--- config.mk ---
export PLATFORM = sky130hd
export DESIGN_NAME = branch_predictor
export DESIGN_NICKNAME = d
export VERILOG_FILES = /design/src/rtl/branch_predictor_pkg.sv /design/src/rtl/bpu_btb.sv /design/src/rtl/branch_predictor.sv
export SDC_FILE = /design/constraint.sdc
export NUM_CORES = 2
export LEC_CHECK = 0
export BUFFER_PORTS_ARGS = -buffer_cell sky130_fd_sc_hd__buf_2
export CAP_MARGIN = 30
export CORE_MARGIN = 2
export CORE_UTILIZATION = 55
export CTS_CLUSTER_SIZE = 14
export DETAILED_ROUTE_END_ITERATION = 8
export PLACE_DENSITY = 0.71
export SETUP_SLACK_MARGIN = 0.1
export SLEW_MARGIN = 5
export SYNTH_ARGS = -nofsm -noshare
export SYNTH_HDL_FRONTEND = slang
export SYNTH_HIERARCHICAL = 1
export SYNTH_SLANG_ARGS = --single-unit
--- constraint.sdc ---
create_clock -name clk -period 19.37 [get_ports clk]
set_input_delay 0.9685 -clock clk [delete_from_list [all_inputs] [get_ports clk]]
set_output_delay 0.9685 -clock clk [all_outputs]
set_load 0.1 [all_outputs]
--- src/rtl/branch_predictor_pkg.sv ---
// Shared encodings for the fetch-side branch predictor: 2-bit counter states
// and the global conditional-branch type codes used by BranchTypeE.
package branch_predictor_pkg;

    localparam logic [1:0] SNT = 2'b00;
    localparam logic [1:0] WNT = 2'b01;
    localparam logic [1:0] WT  = 2'b10;
    localparam logic [1:0] ST  = 2'b11;

    localparam logic [1:0] CTR_RESET = WNT;
    localparam logic [1:0] CTR_ALLOC = WT;

    typedef enum logic [2:0] {
        NOBRANCH = 3'd0,
        BR_BEQ   = 3'd1,
        BR_BNE   = 3'd2,
        BR_BLT   = 3'd3,
        BR_BGE   = 3'd4,
        BR_BLTU  = 3'd5,
        BR_BGEU  = 3'd6
    } br_type_e;

endpackage

--- src/rtl/bpu_btb.sv ---
// Direct-mapped branch target buffer: valid/tag/target/2-bit counter per entry.
// Two async read ports (fetch lookup, EX lookup for training), one clocked write port.
module bpu_btb
    import branch_predictor_pkg::*;
#(
    parameter int IDX_W = 6,
    parameter int TAG_W = 32 - IDX_W - 2
) (
    input  logic             clk,
    input  logic             rst_n,
    input  logic [IDX_W-1:0] f_idx_i,
    output logic             f_valid_o,
    output logic [TAG_W-1:0] f_tag_o,
    output logic [31:0]      f_target_o,
    output logic [1:0]       f_ctr_o,
    input  logic [IDX_W-1:0] e_idx_i,
    output logic             e_valid_o,
    output logic [TAG_W-1:0] e_tag_o,
    output logic [31:0]      e_target_o,
    output logic [1:0]       e_ctr_o,
    input  logic             we_i,
    input  logic [IDX_W-1:0] w_idx_i,
    input  logic             w_valid_i,
    input  logic [TAG_W-1:0] w_tag_i,
    input  logic [31:0]      w_target_i,
    input  logic [1:0]       w_ctr_i
);

    localparam int NUM = 1 << IDX_W;

    logic [NUM-1:0]      valid_q;
    logic [NUM-1:0][1:0] ctr_q;
    logic [TAG_W-1:0]    tag_q    [NUM];
    logic [31:0]         target_q [NUM];

    // Only valid and counter state are reset; tag/target are qualified by valid.
    always_ff @(posedge clk or negedge rst_n) begin
        if (!rst_n) begin
            valid_q <= '0;
            ctr_q   <= {NUM{CTR_RESET}};
        end else if (we_i) begin
            valid_q[w_idx_i] <= w_valid_i;
            ctr_q[w_idx_i]   <= w_ctr_i;
        end
    end

    always_ff @(posedge clk) begin
        if (we_i) begin
            tag_q[w_idx_i]    <= w_tag_i;
            target_q[w_idx_i] <= w_target_i;
        end
    end

    assign f_valid_o  = valid_q[f_idx_i];
    assign f_tag_o    = tag_q[f_idx_i];
    assign f_target_o = target_q[f_idx_i];
    assign f_ctr_o    = ctr_q[f_idx_i];

    assign e_valid_o  = valid_q[e_idx_i];
    assign e_tag_o    = tag_q[e_idx_i];
    assign e_target_o = target_q[e_idx_i];
    assign e_ctr_o    = ctr_q[e_idx_i];

endmodule

--- src/rtl/branch_predictor.sv ---
// Fetch-side conditional-branch predictor: IF prediction, EX mispredict/redirect and training.
// Optional statistics counters are enabled with `define BRANCH_PRED_STATS_EN.
module branch_predictor
    import branch_predictor_pkg::*;
#(
    parameter int IDX_W = 6,
    parameter int TAG_W = 32 - IDX_W - 2
) (
    input  logic        clk,
    input  logic        rst_n,
    input  logic [31:0] PCF,
    output logic        PredTakenF,
    output logic [31:0] PredTargetF,
    input  logic        ValidE,
    input  logic [2:0]  BranchTypeE,
    input  logic        BranchE,
    input  logic [31:0] PCE,
    input  logic [31:0] BranchTargetE,
    input  logic        PredTakenE,
    input  logic [31:0] PredTargetE,
    output logic        MispredE,
    output logic [31:0] RedirectPCE
`ifdef BRANCH_PRED_STATS_EN
    ,
    output logic [31:0] BrCountO,
    output logic [31:0] MispredCountO
`endif
);

    function automatic logic [1:0] sat_inc(input logic [1:0] c);
        return (c == ST) ? ST : c + 2'd1;
    endfunction

    function automatic logic [1:0] sat_dec(input logic [1:0] c);
        return (c == SNT) ? SNT : c - 2'd1;
    endfunction

    logic [IDX_W-1:0] f_idx, e_idx;
    logic [TAG_W-1:0] f_tag, e_tag;
    logic             f_valid, e_valid;
    logic [TAG_W-1:0] f_tag_rd, e_tag_rd;
    logic [31:0]      f_target, e_target;
    logic [1:0]       f_ctr, e_ctr;
    logic             f_hit, e_hit;

    logic             we;
    logic             w_valid;
    logic [TAG_W-1:0] w_tag;
    logic [31:0]      w_target;
    logic [1:0]       w_ctr;

    logic             br;
    logic             mispred;
    logic [31:0]      pc_plus4;
    logic             unused_pc_bits;

    assign f_idx = PCF[IDX_W+1:2];
    assign f_tag = PCF[31:IDX_W+2];
    assign e_idx = PCE[IDX_W+1:2];
    assign e_tag = PCE[31:IDX_W+2];
    assign unused_pc_bits = ^{PCF[1:0], PCE[1:0]};

    bpu_btb #(.IDX_W(IDX_W), .TAG_W(TAG_W)) u_btb (
        .clk        (clk),
        .rst_n      (rst_n),
        .f_idx_i    (f_idx),
        .f_valid_o  (f_valid),
        .f_tag_o    (f_tag_rd),
        .f_target_o (f_target),
        .f_ctr_o    (f_ctr),
        .e_idx_i    (e_idx),
        .e_valid_o  (e_valid),
        .e_tag_o    (e_tag_rd),
        .e_target_o (e_target),
        .e_ctr_o    (e_ctr),
        .we_i       (we),
        .w_idx_i    (e_idx),
        .w_valid_i  (w_valid),
        .w_tag_i    (w_tag),
        .w_target_i (w_target),
        .w_ctr_i    (w_ctr)
    );

    assign f_hit       = f_valid & (f_tag_rd == f_tag);
    assign PredTakenF  = f_hit & f_ctr[1];
    assign PredTargetF = PredTakenF ? f_target : 32'h0;

    assign br       = (BranchTypeE != NOBRANCH);
    assign pc_plus4 = PCE + 32'd4;

    // A taken branch is only correct if it was predicted taken to the right target.
    always_comb begin
        mispred     = 1'b0;
        RedirectPCE = pc_plus4;
        if (br & BranchE & (!PredTakenE | (PredTargetE != BranchTargetE))) begin
            mispred     = 1'b1;
            RedirectPCE = BranchTargetE;
        end else if (PredTakenE & (!br | !BranchE)) begin
            mispred = 1'b1;
        end
    end

    assign MispredE = ValidE & mispred;
    assign e_hit    = e_valid & (e_tag_rd == e_tag);

    always_comb begin
        we       = 1'b0;
        w_valid  = e_valid;
        w_tag    = e_tag_rd;
        w_target = e_target;
        w_ctr    = e_ctr;
        if (ValidE) begin
            if (br & e_hit & BranchE) begin
                we       = 1'b1;
                w_ctr    = sat_inc(e_ctr);
                w_target = BranchTargetE;
            end else if (br & e_hit) begin
                we    = 1'b1;
                w_ctr = sat_dec(e_ctr);
            end else if (br & BranchE) begin
                we       = 1'b1;
                w_valid  = 1'b1;
                w_tag    = e_tag;
                w_target = BranchTargetE;
                w_ctr    = CTR_ALLOC;
            end else if (!br & e_hit) begin
                we      = 1'b1;
                w_valid = 1'b0;
            end
        end
    end

`ifdef BRANCH_PRED_STATS_EN
    logic [31:0] br_cnt_q, br_cnt_d;
    logic [31:0] mis_cnt_q, mis_cnt_d;

    assign br_cnt_d  = br_cnt_q + {31'd0, ValidE & br};
    assign mis_cnt_d = mis_cnt_q + {31'd0, MispredE};

    always_ff @(posedge clk or negedge rst_n) begin
        if (!rst_n) begin
            br_cnt_q  <= 32'd0;
            mis_cnt_q <= 32'd0;
        end else begin
            br_cnt_q  <= br_cnt_d;
            mis_cnt_q <= mis_cnt_d;
        end
    end

    assign BrCountO      = br_cnt_q;
    assign MispredCountO = mis_cnt_q;
`endif

endmodule

==> parameters.txt <==
Parameter                              Value

Floorplanning
  # IOs    202
  Core Rows    208
  Placeable Area    321000 um2
  Horizontal extent of the die    572 um
  Area enclosed by the die boundary    327000 um2
  Starting density of the core    55.2%
  Die H    572 um

Drt
  Starting DRT DRC Count    17500
  Via total after detailed routing    103000
  Number of search-and-repair iterations in the first detailed-routing pass    6
  Remaining routing DRC violations    0
  WL per Instance    43.7 um
  Post-route ant nets    0
  Top Layer Used    met5
  Detailed-route vias per instance    7.70
  Met2 routed WL    266000 um
  Detailed-routing wirelength on met1    196000 um
  Total met3 wirelength after detailed routing    81400 um
  Total wirelength of the detailed-routed design    584000 um

Global route
  Wire length of the first global-routing pass    804000 um
  Initial antenna violation count    31
  Number of global-route vias before repair    102000
  Tot GR Track Use    35.8%
  Global route overflow    0
  Maximum number of pins on one net before global-route repair    116

Worst setup path
  Peak per-stage delay on the critical path    0.96 ns
  Critical path, cell by cell    buf_8, buf_4, buf_4, buf_12, mux4_2, mux4_2, a22oi_1, o221ai_1, xor2_1, nor4_1, nand4_1, nor4_4, buf_4, and2_1, buf_2
  Classification of the worst setup path    primary input to output pin
  Slowest stage cell on the critical path    nor4_1
  Required time of the critical path    18.40 ns
  Number of buffers and inverters on the critical path    6
  Category of the worst setup path capture point    output pin
  Worst-path maximum fanout    109
  Most numerous cell on the critical path    buf_4
  Arrival time reported for the critical path endpoint    9.16 ns
  Kind of launch point of the worst setup path    primary input
  Kind of cell with the highest combined delay on the critical path    buffers and inverters

Clock tree
  Sink Count    3776
  Clock buffer count from CTS    387
  Reg clk slew, reported paths    0.06 ns
  Insertion delay to the later sink of the worst-skew pair    1.00 ns
  Root Buffer Master    clkbuf_16
  Number of resized instances in the post-cts repair step    0
  CTS HTree Levels    5
  Maximum clock path buffer count    4
  CTS tree    done

Timing
  Part of the cycle the worst path needs    52.3%
  Worst slew slack as a fraction of its limit    19.6%
  Final setup skew    0.0730 ns
  Final count of hold timing violations    0
  Max-slew violation count    0
  Setup repair after global routing missed its margin    false
  Highest clock rate    98.7 MHz
  Final worst path period need    10.13 ns
  Setup violations, final    0
  Post-route setup TNS    0 ns
  Measured slew at the worst slew-check pin    1.21 ns

Pwr
  Static leakage power    0.0633 uW
  Internal Dissipation    14200 uW
  Total chip power    18600 uW
  Register share of total power    49.7%
  Maximum vdd drop    86.3 uV
  Switching power    4410 uW
  Clock share of power    40.3%
  Combinational fraction of design power    10.0%
  Sw Share    23.7%
  Power per cell area    93.8 nW/um2

Logic synthesis
  Average instance area after synthesis    21.0 um2
  Number of instances in the synthesized netlist    8444
  Number of nets in the synthesized netlist    8581
  Synth Cell Area    177000 um2
  Number of warnings printed during yosys synthesis    6

Finish
  Area growth from synthesis to layout    11.8%
  Share of final-layout standard cells stronger than drive strength 1    41.6%
  Final net count    8871
  Number of filler cells placed in the layout    21800

Place
  Placer's final routability congestion estimate    0.873
  Number of port buffers    199
  HPWL reported at the end of detailed placement    336000 um

Run status
  Outcome    complete, no violations

Job
  MaxCap Viol Count    0

Hold path
  Hold/Removal Path Class    flip-flop to flip-flop
power by group through the flow:
stage / Clock (uW) / Sequential, uW / Combinational (uW)
6_report: 7500 / 9250 / 1850
5_1_grt: 7840 / 9250 / 1930
4_1_cts: 7530 / 9260 / 1750
3_5_place_dp: 0 / 9430 / 1750
3_3_place_gp: 0 / 9430 / 1690
2_1_floorplan: 0 / 9420 / 1150
layout by cell type, fill, tap and decap left out, types with 24 or more instances in the layout:
| cell | count |
|---|---|
| dfstp_2 | 64 |
| buf_4 | 270 |
| xnor2_1 | 64 |
| clkinv_2 | 68 |
| clkinv_1 | 71 |
| buf_12 | 74 |
| o221ai_1 | 47 |
| nand4_1 | 24 |
| buf_16 | 34 |
| buf_2 | 191 |
| a21oi_1 | 113 |
| a31oi_1 | 29 |
| dfrtp_1 | 128 |
| xor2_1 | 44 |
| clkbuf_1 | 85 |
| nor2_1 | 54 |
| nand2_1 | 322 |
| o211ai_1 | 35 |
| mux2_2 | 343 |
| nand3_1 | 42 |
| a22oi_1 | 97 |
| o21ai_0 | 38 |
| clkbuf_16 | 392 |
| and2_1 | 39 |
| mux4_2 | 2126 |
| o22ai_1 | 68 |
| nor2b_1 | 27 |
| bufinv_16 | 37 |
| edfxtp_1 | 3584 |
| nor2_4 | 60 |
| mux2i_1 | 243 |
routing by layer:
metal | track usage [%] | vias to the layer above
li1 | - | 37500
met1 | 47.8 | 55100
met2 | 53.9 | 8714
met3 | 9.65 | 1745
met4 | 20.2 | 30
met5 | 0 | -
worst register-to-register path: stages (launching register included):
cell      delay, ns
edfxtp_1       0.40
mux4_2         0.50
mux4_2         0.52
a22o_1         0.29
a221o_1        0.35
xnor2_1        0.70
nand4_1        0.21
nor4_2         0.48
a21oi_1        0.15
nor2b_1        0.78
nand3_1        0.85
nor2_4         0.94
buf_4          0.73
buf_4          0.75
mux2_2         0.48
layout make-up:
type                            count  area, um2  area share (%)
Sequential cell                  3776     113000            56.7
Multi-Input combinational cell   3979      62200            31.4
Clock buffer                      490      10300            5.20
Timing Repair Buffer              578       5530            2.79
Tap cell                         4305       5390            2.72
Clock inverter                    213       2250            1.13
Inverter                           12       60.1          0.0303
Antenna cell                       21       52.6          0.0265
per-stage QoR:
stage                     instance area (um2)  hold slack (ns)  utilization (%)  worst slack, ns  cells
after global placement                 184000            0.501             57.2             8.27  12600
after floorplan                        177000            0.491                -             9.73   8444
after CTS                              197000            0.525             61.4             9.19  13300
after detailed placement               184000            0.512             57.5             8.73  12600
after global routing                   198000            0.533             61.8             9.14  13400
final                                  198000            0.525             61.8             9.24  13400
final timing paths:
| check | startpoint | to | slack (ns) | cells after the start |
|---|---|---|---|---|
| hold reg to reg | u_btb/ctr_q[117] | u_btb/ctr_q[117] | 0.53 | 1 |
| hold / removal | u_btb/ctr_q[117] | u_btb/ctr_q[117] | 0.53 | 1 |
| max in group asynchronous | rst_n | u_btb/valid_q[0] | 17.55 | 3 |
| min in group asynchronous | rst_n | u_btb/ctr_q[25] | 0.55 | 2 |
| setup reg to reg | u_btb/tag_q[43][19] | u_btb/ctr_q[93] | 11.11 | 14 |
| setup / recovery | PCF[3] | PredTargetF[31] | 9.24 | 15 |
sequential cells by signal, indices dropped and copies added (netlist names):
| register | cells |
|---|---|
| u_btb/valid_q | 64 |
| u_btb/tag_q | 1536 |
| u_btb/ctr_q | 128 |
| u_btb/target_q | 2048 |
repair_timing:
action	4_1_cts	5_1_grt
hold endpoints to repair	3	0
hold buffers	1	0
buffers inserted	0	0
Note: power is estimated with default switching activity, not from simulation.
